### src/rtl/alu_dsp_issue_pkg.sv
// -----------------------------------------------------------------------------
// alu_dsp_issue_pkg
//   Shared definitions for the ALU-to-DSP issue block: function codes, the DSP
//   control constants (opmode / alumode / setinst), the DSP pipeline latency
//   and the decoded-control struct passed from the decoder to the issue logic.
// -----------------------------------------------------------------------------
package alu_dsp_issue_pkg;

  // Operation codes carried on in_funct. Codes 9..15 are illegal.
  typedef enum logic [3:0] {
    FUNCT_AND  = 4'd0,
    FUNCT_OR   = 4'd1,
    FUNCT_XOR  = 4'd2,
    FUNCT_ADD  = 4'd3,
    FUNCT_ADDC = 4'd4,
    FUNCT_SUB  = 4'd5,
    FUNCT_SEQ  = 4'd6,
    FUNCT_SLTU = 4'd7,
    FUNCT_SLTS = 4'd8
  } funct_e;

  // DSP opmode: OR needs the alternate Z/X routing, everything else shares one.
  localparam logic [8:0] OPMODE_OR      = 9'b000111011;
  localparam logic [8:0] OPMODE_DEFAULT = 9'b000110011;

  // DSP alumode selections.
  localparam logic [3:0] ALUMODE_LOGIC = 4'b1100;  // AND / OR
  localparam logic [3:0] ALUMODE_XOR   = 4'b0100;
  localparam logic [3:0] ALUMODE_ADD   = 4'b0000;
  localparam logic [3:0] ALUMODE_SUB   = 4'b0011;  // SUB and all compares

  // Compare-result selection applied on top of the subtract.
  localparam logic [1:0] SETINST_NONE = 2'b00;
  localparam logic [1:0] SETINST_SEQ  = 2'b01;
  localparam logic [1:0] SETINST_SLTU = 2'b10;
  localparam logic [1:0] SETINST_SLTS = 2'b11;

  // Cycles between the DSP sampling its inputs and presenting its result.
  localparam int DSP_LATENCY = 2;

  // Tag slots: S0 issue register, DSP_LATENCY in-flight slots, writeback slot.
  localparam int NUM_SLOTS = DSP_LATENCY + 2;

  // Cycles after reset release during which DSP valid mismatches are ignored,
  // so results of flushed ops still draining from the DSP are not errors.
  localparam int PROTO_MASK_CYCLES = 3;

  typedef struct packed {
    logic [8:0] opmode;
    logic [3:0] alumode;
    logic [1:0] setinst;
    logic       carry_sel;  // forward in_carry to the DSP (ADDC)
    logic       carry_en;   // result carry is architecturally written back
  } dsp_ctrl_t;

endpackage

### src/rtl/alu_dsp_decode.sv
// -----------------------------------------------------------------------------
// alu_dsp_decode
//   Purely combinational translation of a function code into DSP controls.
//   Ports:
//     funct - operation code (4 bits)
//     ctrl  - decoded DSP controls and carry handling flags
//     legal - 1 when funct is one of the nine defined operations
// -----------------------------------------------------------------------------
module alu_dsp_decode
  import alu_dsp_issue_pkg::*;
(
  input  logic [3:0] funct,
  output dsp_ctrl_t  ctrl,
  output logic       legal
);

  always_comb begin
    // NOTE: every output gets a default before the case so no path through
    // the block leaves a value unassigned, which would infer a latch.
    ctrl = '{opmode:    OPMODE_DEFAULT,
             alumode:   ALUMODE_ADD,
             setinst:   SETINST_NONE,
             carry_sel: 1'b0,
             carry_en:  1'b0};
    legal = 1'b1;

    case (funct)
      FUNCT_AND:  ctrl.alumode = ALUMODE_LOGIC;
      FUNCT_OR: begin
        ctrl.opmode  = OPMODE_OR;
        ctrl.alumode = ALUMODE_LOGIC;
      end
      FUNCT_XOR:  ctrl.alumode = ALUMODE_XOR;
      FUNCT_ADD:  ctrl.carry_en = 1'b1;
      FUNCT_ADDC: begin
        ctrl.carry_sel = 1'b1;
        ctrl.carry_en  = 1'b1;
      end
      FUNCT_SUB: begin
        ctrl.alumode  = ALUMODE_SUB;
        ctrl.carry_en = 1'b1;
      end
      FUNCT_SEQ: begin
        ctrl.alumode = ALUMODE_SUB;
        ctrl.setinst = SETINST_SEQ;
      end
      FUNCT_SLTU: begin
        ctrl.alumode = ALUMODE_SUB;
        ctrl.setinst = SETINST_SLTU;
      end
      FUNCT_SLTS: begin
        ctrl.alumode = ALUMODE_SUB;
        ctrl.setinst = SETINST_SLTS;
      end
      default:    legal = 1'b0;
    endcase
  end

endmodule

### src/rtl/alu_dsp_issue.sv
// -----------------------------------------------------------------------------
// alu_dsp_issue
//   Issues ALU operations to an external DSP slice with fixed latency, tracks
//   destination tags alongside the DSP pipeline and registers the result for
//   writeback. Blocks issue on read-after-write hazards against in-flight ops.
//   Ports:
//     clock, reset_n             - clock, asynchronous active-low reset
//     in_valid/in_ready          - operation handshake
//     in_funct                   - operation code (9..15 illegal)
//     in_rs1, in_rs2, in_carry   - operand data and carry-in (ADDC)
//     in_rs1_id, in_rs2_id, in_rd- source / destination register ids
//     dsp_*  (out)               - registered DSP operands and controls
//     dsp_out, dsp_carryout,
//     dsp_valid_out (in)         - DSP result, DSP_LATENCY cycles after issue
//     wb_*                       - registered writeback
//     illegal_err, proto_err     - sticky error flags
// -----------------------------------------------------------------------------
module alu_dsp_issue
  import alu_dsp_issue_pkg::*;
#(
  parameter int DATA_W = 16,
  parameter int REG_W  = 11
) (
  input  logic              clock,
  input  logic              reset_n,

  input  logic              in_valid,
  output logic              in_ready,
  input  logic [3:0]        in_funct,
  input  logic [DATA_W-1:0] in_rs1,
  input  logic [DATA_W-1:0] in_rs2,
  input  logic [REG_W-1:0]  in_rs1_id,
  input  logic [REG_W-1:0]  in_rs2_id,
  input  logic [REG_W-1:0]  in_rd,
  input  logic              in_carry,

  output logic [DATA_W-1:0] dsp_in0,
  output logic [DATA_W-1:0] dsp_in1,
  output logic              dsp_carryin,
  output logic [8:0]        dsp_opmode,
  output logic [3:0]        dsp_alumode,
  output logic [1:0]        dsp_setinst,
  output logic              dsp_valid_in,
  input  logic [DATA_W-1:0] dsp_out,
  input  logic              dsp_carryout,
  input  logic              dsp_valid_out,

  output logic              wb_valid,
  output logic [REG_W-1:0]  wb_rd,
  output logic [DATA_W-1:0] wb_data,
  output logic              wb_carry,
  output logic              wb_carry_en,

  output logic              illegal_err,
  output logic              proto_err
);

  // Slot whose tag lines up with the DSP result, and the writeback slot.
  localparam int S_DSP = DSP_LATENCY;
  localparam int S_WB  = DSP_LATENCY + 1;

  // ---------------------------------------------------------------------------
  // Decode and handshake
  // ---------------------------------------------------------------------------
  dsp_ctrl_t dec_ctrl;
  logic      dec_legal;

  alu_dsp_decode u_decode (
    .funct (in_funct),
    .ctrl  (dec_ctrl),
    .legal (dec_legal)
  );

  logic [NUM_SLOTS-1:0] slot_valid_q, slot_valid_d;
  logic [NUM_SLOTS-1:0] slot_cen_q,   slot_cen_d;
  logic [REG_W-1:0]     slot_rd_q [NUM_SLOTS];
  logic [REG_W-1:0]     slot_rd_d [NUM_SLOTS];

  logic hazard;
  logic accept;
  logic issue;

  // A source id matching any live destination tag must wait until that result
  // has been written back. The op's own rd is not in a slot yet, so an op that
  // reads and writes the same register never blocks itself.
  always_comb begin
    hazard = 1'b0;
    for (int i = 0; i < NUM_SLOTS; i++) begin
      if (slot_valid_q[i] &&
          (slot_rd_q[i] == in_rs1_id || slot_rd_q[i] == in_rs2_id)) begin
        hazard = 1'b1;
      end
    end
  end

  assign in_ready = ~hazard;
  assign accept   = in_valid & in_ready;
  assign issue    = accept & dec_legal;

  // ---------------------------------------------------------------------------
  // Next-state logic
  // ---------------------------------------------------------------------------
  logic [DATA_W-1:0] dsp_in0_q,     dsp_in0_d;
  logic [DATA_W-1:0] dsp_in1_q,     dsp_in1_d;
  logic              dsp_carryin_q, dsp_carryin_d;
  logic [8:0]        dsp_opmode_q,  dsp_opmode_d;
  logic [3:0]        dsp_alumode_q, dsp_alumode_d;
  logic [1:0]        dsp_setinst_q, dsp_setinst_d;

  logic [DATA_W-1:0] wb_data_q,     wb_data_d;
  logic              wb_carry_q,    wb_carry_d;

  logic              illegal_err_q, illegal_err_d;
  logic              proto_err_q,   proto_err_d;
  logic [1:0]        mask_cnt_q,    mask_cnt_d;
  logic              mask_done;

  assign mask_done = (mask_cnt_q == 2'(PROTO_MASK_CYCLES));

  always_comb begin
    // Tag pipeline: S0 loads on issue, the rest shift unconditionally.
    slot_valid_d[0] = issue;
    slot_cen_d[0]   = issue & dec_ctrl.carry_en;
    slot_rd_d[0]    = issue ? in_rd : '0;
    for (int i = 1; i < NUM_SLOTS; i++) begin
      slot_valid_d[i] = slot_valid_q[i-1];
      slot_cen_d[i]   = slot_cen_q[i-1];
      slot_rd_d[i]    = slot_rd_q[i-1];
    end

    // DSP operands are zero whenever nothing issues this cycle.
    dsp_in0_d     = issue ? in_rs1 : '0;
    dsp_in1_d     = issue ? in_rs2 : '0;
    dsp_carryin_d = issue & dec_ctrl.carry_sel & in_carry;
    dsp_opmode_d  = issue ? dec_ctrl.opmode  : '0;
    dsp_alumode_d = issue ? dec_ctrl.alumode : '0;
    dsp_setinst_d = issue ? dec_ctrl.setinst : '0;

    // Writeback is driven by our own tag, not by dsp_valid_out.
    wb_data_d  = slot_valid_q[S_DSP] ? dsp_out : '0;
    wb_carry_d = slot_valid_q[S_DSP] & slot_cen_q[S_DSP] & dsp_carryout;

    illegal_err_d = illegal_err_q | (accept & ~dec_legal);

    mask_cnt_d  = mask_done ? mask_cnt_q : mask_cnt_q + 2'd1;
    proto_err_d = proto_err_q |
                  (mask_done & (dsp_valid_out != slot_valid_q[S_DSP]));
  end

  // ---------------------------------------------------------------------------
  // State registers
  // ---------------------------------------------------------------------------
  always_ff @(posedge clock or negedge reset_n) begin
    if (!reset_n) begin
      // NOTE: the tag array is a handful of flops, not a RAM, so it is reset
      // like any other register; a real memory array would not be.
      slot_valid_q <= '0;
      slot_cen_q   <= '0;
      for (int i = 0; i < NUM_SLOTS; i++) begin
        slot_rd_q[i] <= '0;
      end
      dsp_in0_q     <= '0;
      dsp_in1_q     <= '0;
      dsp_carryin_q <= 1'b0;
      dsp_opmode_q  <= '0;
      dsp_alumode_q <= '0;
      dsp_setinst_q <= '0;
      wb_data_q     <= '0;
      wb_carry_q    <= 1'b0;
      illegal_err_q <= 1'b0;
      proto_err_q   <= 1'b0;
      mask_cnt_q    <= '0;
    end else begin
      // NOTE: non-blocking assignments so every flop samples pre-edge values
      // and the shift pipeline moves exactly one slot per clock.
      slot_valid_q <= slot_valid_d;
      slot_cen_q   <= slot_cen_d;
      for (int i = 0; i < NUM_SLOTS; i++) begin
        slot_rd_q[i] <= slot_rd_d[i];
      end
      dsp_in0_q     <= dsp_in0_d;
      dsp_in1_q     <= dsp_in1_d;
      dsp_carryin_q <= dsp_carryin_d;
      dsp_opmode_q  <= dsp_opmode_d;
      dsp_alumode_q <= dsp_alumode_d;
      dsp_setinst_q <= dsp_setinst_d;
      wb_data_q     <= wb_data_d;
      wb_carry_q    <= wb_carry_d;
      illegal_err_q <= illegal_err_d;
      proto_err_q   <= proto_err_d;
      mask_cnt_q    <= mask_cnt_d;
    end
  end

  // ---------------------------------------------------------------------------
  // Outputs
  // ---------------------------------------------------------------------------
  assign dsp_in0      = dsp_in0_q;
  assign dsp_in1      = dsp_in1_q;
  assign dsp_carryin  = dsp_carryin_q;
  assign dsp_opmode   = dsp_opmode_q;
  assign dsp_alumode  = dsp_alumode_q;
  assign dsp_setinst  = dsp_setinst_q;
  assign dsp_valid_in = slot_valid_q[0];

  assign wb_valid    = slot_valid_q[S_WB];
  assign wb_rd       = slot_rd_q[S_WB];
  assign wb_data     = wb_data_q;
  assign wb_carry    = wb_carry_q;
  assign wb_carry_en = slot_cen_q[S_WB];

  assign illegal_err = illegal_err_q;
  assign proto_err   = proto_err_q;

endmodule

### config.mk
export PLATFORM = sky130hd
export DESIGN_NAME = alu_dsp_issue
export DESIGN_NICKNAME = d
export VERILOG_FILES = /design/src/rtl/alu_dsp_issue_pkg.sv /design/src/rtl/alu_dsp_decode.sv /design/src/rtl/alu_dsp_issue.sv
export SDC_FILE = /design/constraint.sdc
export NUM_CORES = 1
export LEC_CHECK = 0
export BUFFER_PORTS_ARGS = -buffer_cell sky130_fd_sc_hd__buf_2
export CORE_ASPECT_RATIO = 0.75
export CORE_MARGIN = 10
export CORE_UTILIZATION = 46
export DETAILED_ROUTE_END_ITERATION = 8
export PLACE_DENSITY_LB_ADDON = 0.1
export SLEW_MARGIN = 0
export SYNTH_ARGS = -nofsm -noshare
export SYNTH_HDL_FRONTEND = slang
export SYNTH_SLANG_ARGS = --single-unit
### constraint.sdc
create_clock -name clock -period 1.8 [get_ports clock]
set_input_delay 0.18 -clock clock [delete_from_list [all_inputs] [get_ports clock]]
set_output_delay 0.18 -clock clock [all_outputs]
set_load 0.05 [all_outputs]
## After elaboration in Yosys (flattened, before gate mapping)

Index checks and enable logic that the tools add are counted.

- $add $sub $neg: 1
- Eq/ne operators: 18
- Multiplexer cells: 17
- Bitwise gates (word level): 13
- Reductions and logical operators: 13

Operator list:

| cell | number |
|---|---|
| 11-bit == test | 8 |
| 16-bit two-way mux | 3 |
| 4-bit by 3-bit == test with 1-bit output (second input constant) | 4 |
| 4-bit one-hot mux with 3 select lines | 1 |
| 11-bit two-way mux | 1 |
| 1-bit bitwise AND | 9 |
| 9-bit two-way mux | 1 |
| 9-bit OR reduction | 1 |
| 4-bit by 2-bit == test with 1-bit output (second input constant) | 2 |
| 4-bit two-way mux | 2 |
| 1-bit two-way mux | 7 |
| 2-bit one-hot mux with 3 select lines | 1 |
| 4-bit by 1-bit == test with 1-bit output (second input constant) | 1 |
| 4-bit == test (second input constant) | 1 |
| 1-bit logical AND | 4 |
| 4-bit zero test | 1 |
| 1-bit logical OR | 4 |
| 4-bit OR reduction | 1 |
| 3-bit OR reduction | 1 |
| 2-bit by 1-bit adder with 2-bit output (second input constant) | 1 |
| 2-bit == test (second input constant) | 1 |
| 2-bit two-way mux | 1 |
| 1-bit inverter | 2 |
| 1-bit bitwise OR | 2 |
| 2 further kinds | 2 |

- Register bits: 121
- Input bits: 91
- Output and inout bits: 82
- Word-level logic and storage cells: 79

## Depth between registers and ports, before layout

- Depth in word-level cells: 12
- Depth in mapped cells: 9
- Mapped depth without buffers: 6

## By module

A second synthesis with hierarchy kept.

- Cells, all modules: 496
- Area total of the unflattened synthesis: 5863.1 µm²

Modules (own cells, without submodules):

| module | instances | cells each | area an instance (µm²) | sequential area each (µm²) |
|---|---|---|---|---|
| alu_dsp_issue | 1 | 469 | 5685.5 | 3027.9 |
| alu_dsp_decode | 1 | 27 | 177.7 | 0.0 |

## Least setup slack after synthesis

OpenSTA, ideal clock, no wires.

- Kind: register to register
- From: reg slot_rd_q, in the netlist wb_rd[0]
- To: reg dsp_in0_q[14] (netlist: dsp_in0[14])
- Library setup time: 0.067 ns
- Arrival: 1.881 ns
- Required time: 1.733 ns
- Path slack: -0.147 ns
- Cell stages (with the launch flop): 9
- Buffers on the path: 2
- Clock period less this slack: 1.947 ns
- Path through: dfrtp_1 -> xnor2_1 -> nand4_1 -> nor3_1 -> nor4_1 -> and3_1 -> buf_6 -> buf_6 -> and3_1

- Cells in the longest elaborated chain, start to end: 8
- Elaborated cells between the ends (all ways): 9
- Classes of those cells: 2 x eq/ne; 2 x mux; 3 x bitwise; 2 x reduce/logical

RTL lines:

| element | RTL line | text |
|---|---|---|
| start, declared | alu_dsp_issue.sv:76 | `logic [REG_W-1:0] slot_rd_q [NUM_SLOTS];` |
| start signal, assigned by index | alu_dsp_issue.sv:179 | `slot_rd_q[i] <= slot_rd_d[i];` |
| 11-bit == test | alu_dsp_issue.sv:90 | `(slot_rd_q[i] == in_rs1_id \|\| slot_rd_q[i] == in_rs2_id)) begin` |
| 1-bit logical OR * | alu_dsp_issue.sv:90 |  |
| 1-bit logical AND * | alu_dsp_issue.sv:89 | `if (slot_valid_q[i] &&` |
| 1-bit two-way mux * | alu_dsp_issue.sv:89 |  |
| 1-bit inverter * | alu_dsp_issue.sv:96 | `assign in_ready = ~hazard;` |
| 1-bit bitwise AND * | alu_dsp_issue.sv:97 | `assign accept = in_valid & in_ready;` |
| 1-bit bitwise AND * | alu_dsp_issue.sv:98 | `assign issue = accept & dec_legal;` |
| 16-bit two-way mux * | alu_dsp_issue.sv:132 | `dsp_in0_d = issue ? in_rs1 : '0;` |
| named net dsp_in0_d[14] | alu_dsp_issue.sv:103 | `logic [DATA_W-1:0] dsp_in0_q, dsp_in0_d;` |
| end signal, assigned | alu_dsp_issue.sv:181 | `dsp_in0_q <= dsp_in0_d;` |
| end, declared | alu_dsp_issue.sv:103 |  |

Mark *: on every way through the listed nets, which the timed path passes. The rest lies on a longest branch.
A chain may end at the register's enable or synchronous reset.

## Final worst setup path

- From: reg slot_rd_q, in the netlist slot_rd_d[0]
- To: out in_ready

- Cells in the longest elaborated chain, start to end: 6
- Elaborated cells between the ends (all ways): 7
- Classes of those cells: 2 x eq/ne; 2 x mux; 1 x bitwise; 2 x reduce/logical

RTL lines:

| element | RTL line | text |
|---|---|---|
| 11-bit == test | alu_dsp_issue.sv:90 |  |
| 1-bit logical OR * | alu_dsp_issue.sv:90 |  |
| 1-bit logical AND * | alu_dsp_issue.sv:89 |  |
| 1-bit two-way mux * (2 in a row) | alu_dsp_issue.sv:89 |  |
| 1-bit inverter * | alu_dsp_issue.sv:96 |  |
| end, declared | alu_dsp_issue.sv:28 | `output logic in_ready,` |

Every way passes the cells marked *; elsewhere a longest branch is shown, timed or not.

==> results.toml <==
[die]
die_width_um = 136
io_pins = 173
coreArea_mm2 = 0.00977
dieArea_mm2 = 0.0146
die_h_um = 107
rows = 31
initial_utilization_pct = 47.8

[sta]
period_share_pct = 115
holdWs_ns = 0.0422
fin_ws_ns = -0.265
setup_tns_ns = -8.62
rsz0062_at_grt = "yes"
tightestPinTransition_ns = 0.575
final_max_slew_viol_count = 0
slew_headroom_pct = 61.6
period_minus_slack_ns = 2.07
setup_violations = 53
max_freq_mhz = 484
final_hold_viol_count = 0
fin_skew_ns = 0.00632

[yosys]
yosysMostFrequentCell = "dfrtp_1"
syn_area_mm2 = 0.00467
synth_top_cell_area_share_pct = 60.0
ys_top_cells_by_area = "dfrtp_1 60%, xnor2_1 17%, and3_1 6.4%"
yosysSeqAreaShare_pct = 60.0
yosysWarnings = 0
synthTopCellsByCount = "112 x dfrtp_1, 89 x xnor2_1, 48 x and3_1"
synth_edf_count = 0
synthFlopType = "dfrtp_1"
ys_types = 27
synthCells = 373
synth_seq_cells = 112
syn_avg_cell_area_um2 = 12.5
async_flop_share_pct = 100
yosys.area.top_type = "dfrtp_1"

[power_and_ir_drop]
switching_share_pct = 26.8
p_leak_nw = 3.06
intPower_mw = 4.22
powerDensity_mw_per_mm2 = 919
pwr-share-seq_pct = 46.8
p_total_mw = 5.76
p_clk_share_pct = 36.1
p_sw_mw = 1.55
vdd_drop_max_v = 0.000521
combPwrFrac_pct = 17.1

[drt]
drt_pass1_iterations = 4
viasPerCell = 4.93
drc = 0
routed_wl_um = 12900
ant_nets = 0
first_iter_violations = 254
routedWlPerCell_um = 19.3
vias = 3295

[layout]
drive_gt1_share_pct = 49.5
ff_latch_area_mm2 = 0.00282
final_cells = 668
fillers = 814
num-nets-final = 622
final_core_utilization_pct = 64.2
multi_input_area_mm2 = 0.00185
final_area_mm2 = 0.00627
syn2layout_area_growth_pct = 34.2

[placed_design]
hpwl_um = 9520
gp_congestion = 0.899
portBuffers = 168
dp.cells = 644
place_ws_ns = -0.0857
dpl_cell_area_mm2 = 0.00553

[worst_setup_path]
endpoint_kind = "output port"
reg2reg_from = "slot_rd_d[0]"
r2r_slack_ns = -0.19
critPathLaunchType = "flop"
critPathTopFamily = "simple AND/OR/NAND/NOR gates"
cp_num_buf_inv = 2
cp-startpoint = "slot_rd_d[0]"
critPathMaxFanout = 3
crit_required_ns = 1.62
crit_chain = "xnor2_1, nand4_1, nor3_2, nor4_2, buf_4, and2_4, buf_12"
crit_path_max_incr_delay_ns = 0.44
cp.depth = 7
endpoint = "in_ready"
slowest_stage = "dfrtp_1"
worstPathArrival_ns = 1.89
path_class = "flop to output port"
r2r-end = "slot_rd_d[31]"
reg2reg_depth = 9

[run]
cap_violations = 0

[clocking]
h-tree-depth = 3
clock-sinks = 112
cts_made_buffers = 9
clockBufferDepth = 2
clkTransAtPathRegs_ns = 0.07
clk_latency_ns = 0.34
tritoncts = "built"
cts-root-buf = "clkbuf_16"

[worst_hold_path]
hold_path.class = "input pin to flop"

[global_routing]
grt_usage_pct = 17.4
gr-total-overflow = 0
grt_pass1_vias = 3566
antenna_found_initial = 1
grt_max_degree = 49
grt_pass1_wl_um = 19700

[run_status]
status = "finished, violations left"
violations = "setup timing"
## worst min-delay path by stage
stage,endpoint,start,cells past startpoint
2_1_floorplan,dsp_alumode[1],reset_n,0
3_3_place_gp,wb_rd[8],reset_n,1
3_5_place_dp,wb_rd[8],reset_n,1
4_1_cts,wb_data[11],dsp_out[11],2
5_1_grt,wb_data[0],dsp_out[0],2
6_report,wb_data[11],dsp_out[11],2
## logic make-up after synthesis
family | synth area share (%)
buffers and inverters | 6.51
adders and majority gates | 0.268
AOI/OAI and AO/OA | 0.643
muxes | 0.482
DFF | 60.0
other | 0.0803
and+or+nand+nor | 15.2
xor gates and xnor gates | 16.9
## cells in the final DEF (no fill, tap or decap), types with 2 or more instances in the layout
| master | synthesis | routed |
|---|---|---|
| buf_2 | 1 | 166 |
| bufinv_16 | 0 | 2 |
| and2_4 | 0 | 2 |
| xnor2_2 | 0 | 6 |
| buf_6 | 3 | 2 |
| nor3_2 | 0 | 8 |
| clkbuf_1 | 8 | 2 |
| and2_1 | 18 | 16 |
| buf_4 | 30 | 10 |
| buf_12 | 0 | 5 |
| nand4_1 | 24 | 24 |
| clkbuf_16 | 0 | 9 |
| clkinv_2 | 0 | 2 |
| a21oi_1 | 2 | 2 |
| nor2_1 | 3 | 3 |
| dfrtp_1 | 112 | 100 |
| and3_4 | 0 | 33 |
| nand3_1 | 2 | 2 |
| buf_16 | 0 | 3 |
| mux2_2 | 2 | 2 |
| nor3_1 | 11 | 3 |
| conb_1 | 1 | 4 |
| xnor2_1 | 89 | 83 |
| and3_1 | 48 | 15 |
| dfrtp_2 | 0 | 12 |
| nand2_1 | 5 | 5 |
## repair_timing
item                                    CTS  global route
hold buffers                              1             0
endpoints found under the setup margin   53            54
resized for setup                        15            47
setup buffers                             3             3
cloned                                    3             0
endpoints found under the hold margin    40             0
pin swaps                                 9            13
## routing by layer
| layer | global-route usage, % | vias up | wire length [um] |
|---|---|---|---|
| met1 | 21.4 | 1621 | 5190 |
| met3 | 9.65 | 10 | 1540 |
| met4 | 3.79 | 0 | 118 |
| met5 | 0 | - | 0 |
| li1 | - | 1533 | - |
| met2 | 26.4 | 131 | 6050 |
## final cells by class
cell class | count | share of cell area, %
tap | 132 | 2.63
clock inverter | 5 | 1.26
multi-input combinational | 220 | 29.5
timing repair buffer | 187 | 17.9
sequential | 112 | 44.9
antenna | 1 | 0.0399
clock buffer | 11 | 3.71
## state kept, by name, indices dropped and copies added, names as in the netlist
register / count
dsp_setinst: 2
illegal_err: 1
slot_rd_d: 33
wb_data: 16
mask_cnt_q: 2
dsp_carryin: 1
proto_err: 1
dsp_opmode: 1
dsp_alumode: 3
wb_carry: 1
slot_valid_q: 4
wb_rd: 11
slot_cen_q: 4
dsp_in1: 16
dsp_in0: 16
## power by group through the flow
| stage | Clock [mW] | Combinational, mW | Sequential (mW) |
|---|---|---|---|
| floorplan | 0 | 0.385 | 2.97 |
| global placement | 0 | 0.891 | 2.74 |
| detailed placement | 0 | 0.897 | 2.74 |
| CTS | 2.12 | 0.940 | 2.70 |
| global route | 2.23 | 1.06 | 2.71 |
| finish | 2.08 | 0.988 | 2.70 |
No activity file was read; power rests on OpenSTA's default activity.
